===== src/rtl/round_scorer.sv =====
// round_scorer: keeps per-player match scores for the tug-of-war game,
// shows them on two active-low seven-segment digits, holds the final round
// position for a while and then pulses round_reset to re-arm the playfield.
// The match stops (no more restarts) once a player reaches WIN_SCORE.
module round_scorer #(
    parameter int unsigned WIN_SCORE   = 7,        // 1..9
    parameter int unsigned HOLD_CYCLES = 25000000  // >= 1
) (
    input  logic       clk,
    input  logic       reset_n,
    input  logic       round_over,
    input  logic       winner_left,
    input  logic       new_match,
    output logic       round_reset,
    output logic       match_over,
    output logic       match_winner_left,
    output logic [6:0] hex_left,
    output logic [6:0] hex_right
);

    // Hold counter only has to reach HOLD_CYCLES-1.
    localparam int unsigned    CW        = (HOLD_CYCLES > 1) ? $clog2(HOLD_CYCLES) : 1;
    localparam logic [CW-1:0]  HOLD_LAST = CW'(HOLD_CYCLES - 1);
    localparam logic [3:0]     WIN       = 4'(WIN_SCORE);

    typedef enum logic [1:0] {
        PLAY       = 2'd0,
        HOLD       = 2'd1,
        RESTART    = 2'd2,
        MATCH_OVER = 2'd3
    } state_e;

    state_e        state_q, state_d;
    logic [CW-1:0] cnt_q, cnt_d;
    logic [3:0]    score_l_q, score_l_d;
    logic [3:0]    score_r_q, score_r_d;
    logic          round_over_q;
    logic          match_over_q, match_over_d;
    logic          mwl_q, mwl_d;

    logic          round_rise;
    logic [3:0]    score_l_inc;
    logic [3:0]    score_r_inc;

    // Active-low gfedcba pattern for one decimal digit; blank for non-digits.
    function automatic logic [6:0] seg7(input logic [3:0] d);
        logic [6:0] s;
        case (d)
            4'd0:    s = 7'b1000000;
            4'd1:    s = 7'b1111001;
            4'd2:    s = 7'b0100100;
            4'd3:    s = 7'b0110000;
            4'd4:    s = 7'b0011001;
            4'd5:    s = 7'b0010010;
            4'd6:    s = 7'b0000010;
            4'd7:    s = 7'b1111000;
            4'd8:    s = 7'b0000000;
            4'd9:    s = 7'b0010000;
            default: s = 7'b1111111;
        endcase
        return s;
    endfunction

    assign round_rise  = round_over & ~round_over_q;
    assign score_l_inc = score_l_q + 4'd1;
    assign score_r_inc = score_r_q + 4'd1;

    // Delayed copy of round_over for rising-edge detection, every cycle.
    always_ff @(posedge clk or negedge reset_n) begin
        if (!reset_n) begin
            round_over_q <= 1'b0;
        end else begin
            round_over_q <= round_over;
        end
    end

    // State, hold counter, scores and match result registers.
    always_ff @(posedge clk or negedge reset_n) begin
        if (!reset_n) begin
            state_q      <= PLAY;
            cnt_q        <= '0;
            score_l_q    <= 4'd0;
            score_r_q    <= 4'd0;
            match_over_q <= 1'b0;
            mwl_q        <= 1'b0;
        end else begin
            state_q      <= state_d;
            cnt_q        <= cnt_d;
            score_l_q    <= score_l_d;
            score_r_q    <= score_r_d;
            match_over_q <= match_over_d;
            mwl_q        <= mwl_d;
        end
    end

    // Next-state logic; new_match overrides everything, including a point
    // that would otherwise be credited on the same cycle.
    always_comb begin
        state_d      = state_q;
        cnt_d        = cnt_q;
        score_l_d    = score_l_q;
        score_r_d    = score_r_q;
        match_over_d = match_over_q;
        mwl_d        = mwl_q;

        if (new_match) begin
            state_d      = RESTART;
            cnt_d        = '0;
            score_l_d    = 4'd0;
            score_r_d    = 4'd0;
            match_over_d = 1'b0;
            mwl_d        = 1'b0;
        end else begin
            case (state_q)
                PLAY: begin
                    if (round_rise) begin
                        if (winner_left) begin
                            score_l_d = score_l_inc;
                            if (score_l_inc == WIN) begin
                                state_d      = MATCH_OVER;
                                match_over_d = 1'b1;
                                mwl_d        = 1'b1;
                            end else begin
                                state_d = HOLD;
                                cnt_d   = '0;
                            end
                        end else begin
                            score_r_d = score_r_inc;
                            if (score_r_inc == WIN) begin
                                state_d      = MATCH_OVER;
                                match_over_d = 1'b1;
                                mwl_d        = 1'b0;
                            end else begin
                                state_d = HOLD;
                                cnt_d   = '0;
                            end
                        end
                    end
                end
                HOLD: begin
                    // Final position stays frozen for HOLD_CYCLES cycles.
                    if (cnt_q == HOLD_LAST) begin
                        state_d = RESTART;
                    end else begin
                        cnt_d = cnt_q + 1'b1;
                    end
                end
                RESTART: begin
                    // Keep the playfield in reset until it drops game_over.
                    if (!round_over) begin
                        state_d = PLAY;
                    end
                end
                MATCH_OVER: begin
                    state_d = MATCH_OVER;
                end
                default: begin
                    state_d = PLAY;
                end
            endcase
        end
    end

    assign round_reset       = (state_q == RESTART);
    assign match_over        = match_over_q;
    assign match_winner_left = mwl_q;
    assign hex_left          = seg7(score_l_q);
    assign hex_right         = seg7(score_r_q);

endmodule


===== config.mk =====
export PLATFORM = sky130hd
export DESIGN_NAME = round_scorer
export DESIGN_NICKNAME = d
export VERILOG_FILES = /design/src/rtl/round_scorer.sv
export SDC_FILE = /design/constraint.sdc
export NUM_CORES = 1
export LEC_CHECK = 0
export BUFFER_PORTS_ARGS = -buffer_cell sky130_fd_sc_hd__buf_2
export CAP_MARGIN = 15
export CELL_PAD_IN_SITES_DETAIL_PLACEMENT = 1
export CELL_PAD_IN_SITES_GLOBAL_PLACEMENT = 1
export CORE_MARGIN = 2
export CORE_UTILIZATION = 39
export CTS_CLUSTER_SIZE = 25
export DETAILED_ROUTE_END_ITERATION = 8
export GPL_TIMING_DRIVEN = 0
export PLACE_DENSITY = 0.75
export SLEW_MARGIN = 20
export SYNTH_ARGS = -nofsm -noshare
export SYNTH_HDL_FRONTEND = slang
export SYNTH_SLANG_ARGS = --single-unit

===== constraint.sdc =====
create_clock -name clk -period 2.2 [get_ports clk]
set_input_delay 0.44 -clock clk [delete_from_list [all_inputs] [get_ports clk]]
set_output_delay 0.44 -clock clk [all_outputs]
set_load 0.005 [all_outputs]

# Word-level counts from Yosys, hierarchy flattened
# Memory sizes are Yosys's and may differ from the RTL's.
# Index checks and enable logic that the tools add are counted.
dict set report op_classes {
  add_sub_neg 3
  n_mul 0
  div 0
  order_cmp 0
  eq_ne 14
  shifts 0
  n_mux 34
  bitwise 2
  n_reduce_logical 11
}
# cell n
set op_table {}
lappend op_table {{$mux 25} 6}
lappend op_table {{$pmux 25 s2} 1}
lappend op_table {{$mux 4} 8}
lappend op_table {{$add 25x1->25 const B} 1}
lappend op_table {{$eq 25x25->1 const B} 1}
lappend op_table {{$mux 2} 7}
lappend op_table {{$ne 3x3->1 const B} 4}
lappend op_table {{$mux 1} 11}
lappend op_table {{$reduce_and 3->1} 3}
lappend op_table {{$add 4x1->4 const B} 2}
lappend op_table {{$eq 4x3->1 const B} 2}
lappend op_table {{$ne 4x4->1 const B} 2}
lappend op_table {{$pmux 2 s4} 1}
lappend op_table {{$reduce_bool 2->1} 3}
lappend op_table {{$reduce_bool 3->1} 2}
lappend op_table {{$reduce_and 5->1} 1}
lappend op_table {{$eq 2x2->1 const B} 2}
lappend op_table {{$reduce_and 4->1} 1}
lappend op_table {{$ne 3x1->1 const B} 1}
lappend op_table {{$eq 2x1->1 const B} 1}
lappend op_table {{$logic_not 2->1} 1}
lappend op_table {{$ne 2x1->1 const B} 1}
lappend op_table {{$and 1x1->1} 1}
lappend op_table {{$not 1->1} 1}
dict set report totals {
  reg_bits 38
  latchBits 0
  ramBits 0
  mem_bits_ro 224
  input_bits 5
  elab_cells 73
  n_memories 2
}
# memory depth width rd rd_ports_with_merged_regs write_ports line
set memory_table {}
lappend memory_table {{(no name shown)} 16 7 1 0 0 48} ;# case (d)
lappend memory_table {{(no name shown)} 16 7 1 0 0 48}

# Depth between registers and ports, before layout
# Gate-level depths: netlist of run 1.
dict set report logic_depth {
  ltp_word 7
  depth_mapped 9
  ltp_nobuf 7
}

# Least setup slack after synthesis of run 1
# No wires, ideal clock.
dict set report synth_timing {
  path_kind {register to register}
  from {register score_r_q[0]}
  to {register cnt_q[22]}
  setup_ns 0.120
  t_arrival_ns 1.993
  slack_ns 0.088
  stages_incl_launch_ff 8
  path_cell_list {dfrtp_1 ha_1 xnor2_1 nor3b_1 a221oi_4 buf_6 o211a_1 o22a_2}
}
dict set report synth_between {
  elab_chain_cells 4
}
# element line
set synth_rtl {}
lappend synth_rtl {{start, declared} 36} ;# logic [3:0] score_r_q, score_r_d;
lappend synth_rtl {{start signal, assigned} 90} ;# score_r_q <= score_r_d;
lappend synth_rtl {{$add 4x1->4} 66} ;# assign score_r_inc = score_r_q + 4'd1;
lappend synth_rtl {{$eq 4x3->1} 129} ;# if (score_r_inc == WIN) begin
lappend synth_rtl {{$ne 4x4->1 (no source line)} --}
lappend synth_rtl {{$reduce_and 5->1 (no source line)} --}
lappend synth_rtl {{end signal, assigned} 88} ;# cnt_q <= cnt_d;
lappend synth_rtl {{end, declared} 34} ;# logic [CW-1:0] cnt_q, cnt_d;
# Every way passes these cells.
# A chain may end at the register's enable or synchronous reset.

# Worst setup path after layout of run 1
dict set report layout_timing {
  from {register score_l_q[1]}
  to {register cnt_q[22]}
}
dict set report layout_between {
  elab_chain_cells 4
}
# element line
set layout_rtl {}
lappend layout_rtl {{start, declared} 35} ;# logic [3:0] score_l_q, score_l_d;
lappend layout_rtl {{start signal, assigned} 89} ;# score_l_q <= score_l_d;
lappend layout_rtl {{$add 4x1->4} 65} ;# assign score_l_inc = score_l_q + 4'd1;
lappend layout_rtl {{$eq 4x3->1} 119} ;# if (score_l_inc == WIN) begin
lappend layout_rtl {{$ne 4x4->1 (no source line)} --}
lappend layout_rtl {{$reduce_and 5->1 (no source line)} --}
# Every way passes these cells.

==> results of run 1 <==
[layout make-up]
type	count	share of cell area (%)
clock buffers	7	2.184
well taps	99	3.545
repair buffers	35	7.053
inverters	30	3.222
plain buffers	15	3.831
flip-flops and latches	38	27.39
multi-input cells	244	52.77
[synthesized netlist by cell type (all sizes together) (2+ instances only)]
cell | instances | area share [%]
nand2b | 2 | 0.43
a2bb2oi | 7 | 3.0
a22oi | 5 | 1.3
nand2 | 18 | 2.3
and2 | 3 | 0.64
nor3 | 9 | 1.5
or2 | 2 | 0.43
mux2i | 3 | 1.0
clkbuf | 7 | 1.9
o21ai | 27 | 4.8
o2111ai | 4 | 1.2
buf | 8 | 2.5
a21oi | 22 | 3.9
ha | 18 | 7.7
nand3 | 12 | 2.1
inv | 30 | 3.9
xor2 | 3 | 0.90
nor4 | 5 | 1.6
nand4 | 6 | 1.3
or3 | 2 | 0.43
nand3b | 2 | 0.51
dfrtp | 38 | 33
o211a | 5 | 1.7
o22a | 5 | 1.5
a221oi | 2 | 1.2
xnor2 | 6 | 1.8
a31oi | 5 | 1.1
nor3b | 2 | 0.51
or4 | 2 | 0.51
and3 | 6 | 1.4
o211ai | 6 | 1.5
o221ai | 8 | 2.6
nor2 | 33 | 4.2
[metrics by stage]
stage | std cells | util (%) | worst slack, ns
6_report | 468 | 48.18 | -0.02800
5_1_grt | 468 | 48.18 | -0.1026
4_1_cts | 458 | 45.25 | -0.03965
3_5_place_dp | 447 | 43.32 | -0.2863
3_3_place_gp | 447 | 43.32 | -0.2056
2_1_floorplan | 328 | - | 0.08756
[critical path, cell delays in order (launching register included)]
cell and delay (ns):
dfrtp_2 0.46, ha_2 0.22, xor2_1 0.14, and3_4 0.21
a221oi_4 0.29, buf_6 0.15, buf_4 0.11, o2bb2ai_4 0.08
buf_12 0.15, clkbuf_16 0.15, o22a_2 0.17
[worst min path at each step]
stage / startpoint / to / slack (ns)
floorplan: reset_n / cnt_q[0] / 0.14
global placement: match_over / match_over / 0.48
detailed placement: match_over / match_over / 0.50
CTS: round_over / round_over_q / 0.30
global route: round_over / round_over_q / 0.30
finish: reset_n / score_r_q[2] / 0.28
[flip-flops by register name, indices dropped and copies added (netlist names)]
signal             flops
cnt_q                 25
match_over             1
score_l_q              4
state_q                2
round_over_q           1
score_r_q              4
match_winner_left      1
[report_power, final]
group	internal, mW	switching (mW)	total (mW)	leakage, nW
clock network	0.219	0.249	0.468	0.0383
registers	0.756	0.0689	0.825	0.513
logic	0.391	0.504	0.895	0.920
total	1.37	0.822	2.19	1.47
[kinds of logic after synthesis]
group	Yosys count	share of synthesized area [%]
xor gates and xnor gates	9	2.702
and+or+nand+nor	108	19.17
adders and majority gates	18	7.719
muxes	3	1.029
DFF	38	32.59
buffers and inverters	46	8.662
AOI/OAI and AO/OA	106	28.13
[routing by layer]
metal / track usage (%) / vias up / wire length, µm
met3: 2.922 / 11 / 224
li1: - / 1282 / -
met1: 27.34 / 1390 / 4056
met4: 5.256 / 0 / 142
met2: 35.51 / 48 / 4463
met5: 0 / - / 0
[repair_timing]
item | in CTS | in global routing
endpoints found under the setup margin | 29 | 29
pin swaps | 1 | 6
cloned | 0 | 1
gates resized for setup | 9 | 26
setup buffers | 4 | 10
==> out/qor.txt, run 1 <==
Layout Area Growth over Synthesis - 19.77%
unrepaired setup endpoints after global routing - true
kind of critical path - reg2reg
CP Max Fanout - 8
FF/Latch Area - 957.2 µm²
nets@finish - 392
Syn Nets - 351
fin crit period - 2.228 ns
buffers added on ports - 20
worst min path class - in2async
Hold Buf Count CTS - 0
Sink Count - 38
core area - 7253 µm²
Worst Setup End Kind - register
commonest cells after routing, fill and taps aside - 33 x nor2_1, 33 x dfrtp_1, 28 x inv_1
die area - 8189 µm²
synth warn - 0
die span in y - 90.50 µm
Final Hold Slack - 0.2770 ns
Critical R2R Launch - score_l_q[1]
Die Wd - 90.50 µm
Max IR drop VDD - 0.0003589 V
violations in the final reports - negative setup slack
total of max-cap violations - 0
gr ovfl total - 0
Slew Limit Fails - 0
Setup TNS Final - -0.1349 ns
Mapped Area - 2918 µm²
Routed WL per cell - 18.99 µm
Clock Latency Late Sink - 0.29 ns
Overall Global Routing Usage - 20.69%
Clock Skew - 0.007212 ns
initial antenna violation count - 0
Synth Register Bits - 38
final hold violations - 0
highest clock rate - 448.8 MHz
R2R cell count - 10
Critical Path Source - score_l_q[1]
final worst-path cycle share - 101.3%
CTS tree - yes
Ports - 22
count of antenna-violating nets left after detailed routing - 0
area occupied by multi-input gates - 1844 µm²
clk root buf - clkbuf_8
critical path arrival - 2.42 ns
pwr dens - 626.1 nW/µm²
global-route wire length before repair - 13770 µm
Post-synth EDFFs - 0
Mapped Avg Cell Area - 8.896 µm²
Initial Utilization - 40.23%
DR DRC count - 0
share of cells above drive strength 1 - 25.75%
htree depth - 2
top_reg_cell synth - dfrtp_1
Synth cell types - 61
final design area excluding fillers - 3495 µm²
largest net degree at the start of global routing - 39
result of the run - finished, violations left
placed instance area - 3142 µm²
Startpoint Class - register
Num CTS Buffers - 5
vias in the first global route - 2784
routability cong. - 0.8113
Lkg Pwr - 1.471 nW
Seq/Total Area, Yosys - 32.59%
Gate Count Post-Synth - 328
reg2reg setup slack - -0.03 ns
worst reg2reg path endpoint - cnt_q[22]
Final Power - 2.188 mW
clock buffer depth - 2
number of vias in the routed layout - 2731
Slew HR - 38.48%
initial DRC count - 126
diodes inserted - 0
Vias/cell - 5.835
critical path required time - 2.39 ns
Worst Max-Slew Pin Slew - 0.9228 ns
Setup WS post-layout - -0.02800 ns
filler cell count - 864
row count - 31
DP HPWL - 5813 µm
first-pass iteration count of the detailed router - 4
clock-pin slew on the worst setup and hold paths - 0.08 ns
Post-synth ARST share - 100.0%
final setup fails - 9
worst setup path end - cnt_q[22]
Total Wirelength - 8887 µm
Power figures use the tool's default switching activity.
==> run 2, diff against run 1 <==
--- a/config.mk
+++ b/config.mk
@@ -11,10 +11,12 @@
 export CELL_PAD_IN_SITES_GLOBAL_PLACEMENT = 1
 export CORE_MARGIN = 2
 export CORE_UTILIZATION = 39
+export CTS_BUF_LIST = sky130_fd_sc_hd__clkbuf_8 sky130_fd_sc_hd__clkbuf_16
 export CTS_CLUSTER_SIZE = 25
 export DETAILED_ROUTE_END_ITERATION = 8
 export GPL_TIMING_DRIVEN = 0
 export PLACE_DENSITY = 0.75
+export SETUP_SLACK_MARGIN = 0.3
 export SLEW_MARGIN = 20
 export SYNTH_ARGS = -nofsm -noshare
 export SYNTH_HDL_FRONTEND = slang
==> run 2 against run 1 <==
Effect of this change: the flow now finishes without violations; clock skew down 0.00085 ns; global-route usage rose by 2.8 points; clock power is 31% higher; worst hold slack got worse by 0.013 ns.
==> out/qor.txt, run 2 (synthesis gave the netlist of run 1 again) <==
gr busiest metal - met2
dpl ws - -0.2483 ns (+0.03809 ns)
final hold violations - 0 (unchanged)
initial DRC count - 145 (+15%)
Setup TNS Final - 0 ns (+0.1349 ns)
Critical Path Source - cnt_q[7]
commonest non-fill, non-tap cell in the layout - buf_4
CTS tree - yes
Routed WL per cell - 21.33 µm (+12%)
DP HPWL - 5847 µm (+0.58%)
final setup fails - 0 (-9)
Hold Buf Count CTS - 0 (unchanged)
Num CTS Buffers - 5 (unchanged)
Sink Count - 38 (unchanged)
count of antenna-violating nets left after detailed routing - 0 (unchanged)
core area - 7253 µm² (unchanged)
R2R cell count - 7 (-3)
DR DRC count - 0 (unchanged)
GR Util met1 - 29.26% (+1.9 points)
routability cong. - 0.8007 (-1.3%)
kind of critical path - reg2reg
Worst Max-Slew Pin Slew - 0.9104 ns (-0.01239 ns)
Vias/cell - 5.994 (+2.7%)
htree depth - 2 (unchanged)
worst reg2reg path endpoint - cnt_q[7]
post-layout util - 58.77% (+11 points)
die area - 8189 µm² (unchanged)
vias in the first global route - 3014 (+8.3%)
reg2reg setup slack - 0.03 ns (+0.06 ns)
initial antenna violation count - 0 (unchanged)
unrepaired setup endpoints after global routing - true
Max IR drop VDD - 0.0003479 V (-3.1%)
M2 GR Usage - 41.48% (+6.0 points)
placed insts - 447 (unchanged)
Initial Utilization - 40.23% (unchanged)
Reg with most FFs - cnt_q
Ports - 22 (unchanged)
share of cells above drive strength 1 - 45.72% (+20 points)
Slew Limit Fails - 0 (unchanged)
Layout Area Growth over Synthesis - 46.10%
diodes inserted - 0 (unchanged)
first-pass iteration count of the detailed router - 4 (unchanged)
met3 Use GR - 3.088% (+0.17 points)
worst min path class - in2async
Total Wirelength - 10840 µm (+22%)
clock buffer depth - 2 (unchanged)
Critical R2R Launch - cnt_q[7]
final design area excluding fillers - 4263 µm² (+22%)
filler cell count - 820 (-5.1%)
global-route wire length before repair - 15550 µm (+13%)
fin cells - 508 (+8.5%)
number of vias in the routed layout - 3045 (+11%)
Largest regs - cnt_q (25), score_l_q (4), score_r_q (4)
pwr dens - 620.4 nW/µm² (-0.92%)
result of the run - completed
Startpoint Class - register
Clock Skew - 0.006363 ns (-0.0008497 ns)
Overall Global Routing Usage - 23.52% (+2.8 points)
Worst Setup End Kind - register
Lkg Pwr - 1.763 nW (+20%)
placed instance area - 3172 µm² (+0.96%)
clock-pin slew on the worst setup and hold paths - 0.08 ns (about the same)
Die Wd - 90.50 µm (unchanged)
fin crit period - 2.169 ns (-0.05936 ns)
buffers added on ports - 20 (unchanged)
row count - 31 (unchanged)
final worst-path cycle share - 98.57% (-2.7 points)
commonest cells after routing, fill and taps aside - 37 x buf_4, 32 x dfrtp_1, 29 x nor2_1
Clock Latency Late Sink - 0.30 ns (about the same)
die span in y - 90.50 µm (unchanged)
clk root buf - clkbuf_8
Largest register FFs - 25 (unchanged)
largest net degree at the start of global routing - 39 (unchanged)
critical path arrival - 2.35 ns (-0.07 ns)
highest clock rate - 461.1 MHz (+2.7%)
total of max-cap violations - 0 (unchanged)
Setup WS post-layout - 0.03137 ns (+0.05936 ns)
CP Max Fanout - 6 (-2)
nets@finish - 431 (+9.9%)
critical path required time - 2.38 ns (about the same)
gr ovfl total - 0 (unchanged)
Slew HR - 39.31% (+0.83 points)
-- run 2: cell types whose count changed in the layout (fill, tap and decap cells not counted), moves of 6 or more --
| cell | change |
|---|---|
| o21ai_2 | +10 |
| inv_1 | -6 |
| ha_4 | +7 |
| buf_6 | +8 |
| o21ai_0 | -6 |
| a21oi_1 | -6 |
| buf_4 | +24 |
-- run 2: area by class of cell --
cell class | count | area (µm²) | share of cell area, %
well taps | 99 | 123.9 | 2.906
multi-input cells | 245 | 2180 | 51.13
clock buffers | 5 | 68.82 | 1.614
repair buffers | 72 | 600.6 | 14.09
clock inverters | 3 | 40.04 | 0.9392
flip-flops and latches | 38 | 958.4 | 22.48
plain buffers | 16 | 166.4 | 3.904
inverters | 30 | 125.1 | 2.935
-- run 2: layer usage --
metal	vias up	wire length, µm
met1	1541	4364
met2	104	5686
met4	0	337
met5	-	0
met3	31	449
li1	1369	-
-- run 2: worst max-delay path: stages, from the launching register on --
cell,delay [ns]
dfrtp_2,0.46
or4_4,0.50
nor4_4,0.33
buf_4,0.20
buf_4,0.12
a21oi_4,0.07
o211a_1,0.15
o22a_1,0.22
-- run 2: through the flow --
stage | power, mW | hold slack [ns]
after floorplan | 1.342 | 0.1444
after global placement | 1.529 | 0.5075
after detailed placement | 1.551 | 0.5173
after CTS | 2.441 | 0.2823
after global routing | 2.754 | 0.2956
final | 2.645 | 0.2641
-- run 2: repair_timing --
item	4_1_cts	5_1_grt
buffers inserted	30	18
pin swaps	21	26
resized for setup	59	73
gates cloned	4	1
endpoints found under the setup margin	42	42
-- run 2: how the worst max path moves through the flow --
stage                     end  slack (ns)
floorplan           cnt_q[24]        0.23
global placement    cnt_q[24]       -0.21
detailed placement  cnt_q[24]       -0.25
CTS                 cnt_q[20]        0.07
global route        cnt_q[15]       -0.11
finish               cnt_q[7]        0.03
-- run 2: power breakdown --
group	internal, mW	total (mW)	leakage (nW)	switching [mW]
clock	0.334	0.611	0.0579	0.277
combinational	0.590	1.21	1.19	0.623
sequential	0.756	0.821	0.512	0.0654
total	1.68	2.64	1.76	0.965
==> run 3, diff against run 2 <==
--- a/config.mk
+++ b/config.mk
@@ -6,7 +6,7 @@
 export NUM_CORES = 1
 export LEC_CHECK = 0
 export BUFFER_PORTS_ARGS = -buffer_cell sky130_fd_sc_hd__buf_2
-export CAP_MARGIN = 15
+export CAP_MARGIN = 10
 export CELL_PAD_IN_SITES_DETAIL_PLACEMENT = 1
 export CELL_PAD_IN_SITES_GLOBAL_PLACEMENT = 1
 export CORE_MARGIN = 2
@@ -15,7 +15,7 @@
 export CTS_CLUSTER_SIZE = 25
 export DETAILED_ROUTE_END_ITERATION = 8
 export GPL_TIMING_DRIVEN = 0
-export PLACE_DENSITY = 0.75
+export PLACE_DENSITY = 0.72
 export SETUP_SLACK_MARGIN = 0.3
 export SLEW_MARGIN = 20
 export SYNTH_ARGS = -nofsm -noshare
==> constraint.sdc (replaced) <==
create_clock -name clk -period 2.3 [get_ports clk]
set_input_delay 0.46 -clock clk [delete_from_list [all_inputs] [get_ports clk]]
set_output_delay 0.46 -clock clk [all_outputs]
set_load 0.1 [all_outputs]
==> run 3 against run 2 <==
Effect of this change: clock skew rose by 0.0022 ns; via count fell by 0.69%; largest cell class unchanged; die area did not move; highest routed layer unchanged.
==> out/qor.txt, run 3 (synthesis gave the netlist of run 1 again) <==
highest clock rate - 443.8 MHz (-3.8%)
row count - 31 (unchanged)
final worst-path cycle share - 97.97% (-0.61 points)
Num CTS Buffers - 5 (unchanged)
fin crit period - 2.253 ns (+0.08465 ns)
critical path arrival - 2.50 ns (+0.15 ns)
Internal Power - 1.548 mW (-7.9%)
commonest cells after routing, fill and taps aside - 31 x dfrtp_1, 29 x buf_4, 22 x nor2_1
core area - 7253 µm² (unchanged)
initial DRC count - 108 (-26%)
pwr dens - 605.5 nW/µm² (-2.4%)
Layout Area Growth over Synthesis - 49.10%
Ports - 22 (unchanged)
CP max-delay cell - a2111oi_4
clock-pin slew on the worst setup and hold paths - 0.09 ns (about the same)
Hold Buf Count CTS - 0 (unchanged)
reg2reg setup slack - 0.05 ns (+0.02 ns)
Largest register FFs - 25 (unchanged)
largest net degree at the start of global routing - 39 (unchanged)
diodes inserted - 0 (unchanged)
Lkg Pwr - 1.732 nW (-1.8%)
Vias/cell - 6.097 (+1.7%)
worst reg2reg path endpoint - cnt_q[6]
buffers added on ports - 20 (unchanged)
global-route wire length before repair - 17050 µm (+9.7%)
Reg with most FFs - cnt_q
CP max stage delay - 0.48 ns (-0.02 ns)
switching power - 1.087 mW (+13%)
unrepaired setup endpoints after global routing - true
Die Wd - 90.50 µm (unchanged)
Total Wirelength - 12160 µm (+12%)
Sw Ratio - 41.25% (+4.8 points)
result of the run - completed
htree depth - 2 (unchanged)
initial antenna violation count - 0 (unchanged)
critical path required time - 2.55 ns (+0.17 ns)
final setup fails - 0 (unchanged)
DP HPWL - 5888 µm (+0.70%)
worst min path class - in2async
clk root buf - clkbuf_8
commonest non-fill, non-tap cell in the layout - dfrtp_1
CTS tree - yes
gr ovfl total - 0 (unchanged)
die area - 8189 µm² (unchanged)
Slew Limit Fails - 0 (unchanged)
R2R cell count - 6 (-1)
Routed WL per cell - 24.51 µm (+15%)
Gate power share - 47.6% (+1.8 points)
post-layout util - 59.98% (+1.2 points)
Clock Skew - 0.008604 ns (+0.002242 ns)
Worst Max-Slew Pin Slew - 0.9572 ns (+0.04679 ns)
filler cell count - 792 (-3.4%)
die span in y - 90.50 µm (unchanged)
Overall Global Routing Usage - 26.18% (+2.7 points)
CP Max Fanout - 4 (-2)
Slew HR - 36.19% (-3.1 points)
first-pass iteration count of the detailed router - 4 (unchanged)
Sink Count - 38 (unchanged)
DR DRC count - 0 (unchanged)
Setup WS post-layout - 0.04672 ns (+0.01535 ns)
vias in the first global route - 3075 (+2.0%)
clock buffer depth - 2 (unchanged)
Worst Setup End Kind - register
Critical R2R Launch - score_r_q[0]
final hold violations - 0 (unchanged)
nets@finish - 419 (-2.8%)
share of cells above drive strength 1 - 44.08% (-1.6 points)
routability cong. - 0.7839 (-2.1%)
Clock power frac - 22.1% (-1.0 points)
kind of critical path - reg2reg
count of antenna-violating nets left after detailed routing - 0 (unchanged)
Largest regs - cnt_q (25), score_l_q (4), score_r_q (4)
Startpoint Class - register
Cell Chain, Critical Path - buf_4 -> nand3_1 -> xnor2_2 -> a221o_1 -> a2111oi_4 -> o32a_1
sequential power share - 30.3% (-0.8 points)
total of max-cap violations - 0 (unchanged)
Initial Utilization - 40.23% (unchanged)
Max IR drop VDD - 0.0003220 V (-7.4%)
dpl ws - -0.1583 ns (+0.08997 ns)
Clock Latency Late Sink - 0.30 ns (about the same)
number of vias in the routed layout - 3024 (-0.69%)
==> run 3: changes by cell type in the layout (fill, tap and decap cells not counted), sizes merged <==
cell,previous run,this run
clkinvlp,0,1
buf,78,68
inv,29,28
clkdlybuf4s15,1,0
clkbuf,14,16
clkinv,3,1
bufinv,1,0
==> run 3: worst max path at each step <==
stage / startpoint / to / slack [ns] / cells after the start
CTS: score_r_q[1] / hex_right[4] / 0.18 / 7
detailed placement: state_q[0] / cnt_q[6] / -0.16 / 6
global route: score_r_q[0] / cnt_q[24] / -0.01 / 8
global placement: state_q[1] / cnt_q[24] / -0.10 / 7
floorplan: score_l_q[2] / hex_left[4] / 0.11 / 4
finish: score_r_q[0] / cnt_q[6] / 0.05 / 6
==> run 3: critical path, delay by kind of cell (launching register included) <==
kind            cells  cell delay [ns]
buf+inv             1             0.16
simple gates        1             0.16
flops               1             0.46
compound gates      3             1.17
xor+xnor            1             0.25
==> run 3: what timing repair did <==
action	in CTS	in global routing
setup buffers	26	11
gates resized for setup	110	45
gates cloned	4	0
pin swaps	15	15
endpoints found under the hold margin	0	0
setup endpoints to repair	41	43
==> run 3: metrics by stage <==
step	total power, mW	std cells	TNS [ns]	hold slack [ns]	instance area [µm²]
5_1_grt	2.735	496	-0.01653	0.3215	4350
3_5_place_dp	1.664	447	-1.307	0.4867	3281
2_1_floorplan	1.466	328	0	0.1644	3057
3_3_place_gp	1.645	447	-0.7751	0.4732	3281
4_1_cts	2.492	485	0	0.3011	4100
6_report	2.634	496	0	0.2963	4350
==> run 3: cell type report <==
| type | count | area [µm²] | share of cell area, % |
|---|---|---|---|
| well taps | 99 | 123.9 | 2.847 |
| multi-input cells | 245 | 2192 | 50.39 |
| clock buffers | 8 | 110.1 | 2.531 |
| plain buffers | 16 | 162.7 | 3.739 |
| repair buffers | 60 | 670.6 | 15.42 |
| flip-flops and latches | 38 | 959.7 | 22.06 |
| inverters | 30 | 131.4 | 3.020 |
==> run 3: power by group through the flow <==
stage | sequential [mW] | clock, mW | combinational [mW]
floorplan | 0.779 | 0 | 0.687
global placement | 0.796 | 0 | 0.850
detailed placement | 0.799 | 0 | 0.865
CTS | 0.789 | 0.573 | 1.13
global route | 0.806 | 0.611 | 1.32
finish | 0.798 | 0.583 | 1.25
==> run 3: metal layers <==
layer / track usage [%] / vias up / part of all wire, %
li1: - / 1352 / -
met1: 32.60 / 1570 / 42
met2: 48.63 / 80 / 53
met3: 3.005 / 22 / 2.3
met4: 5.128 / 0 / 2.8
met5: 0 / - / 0
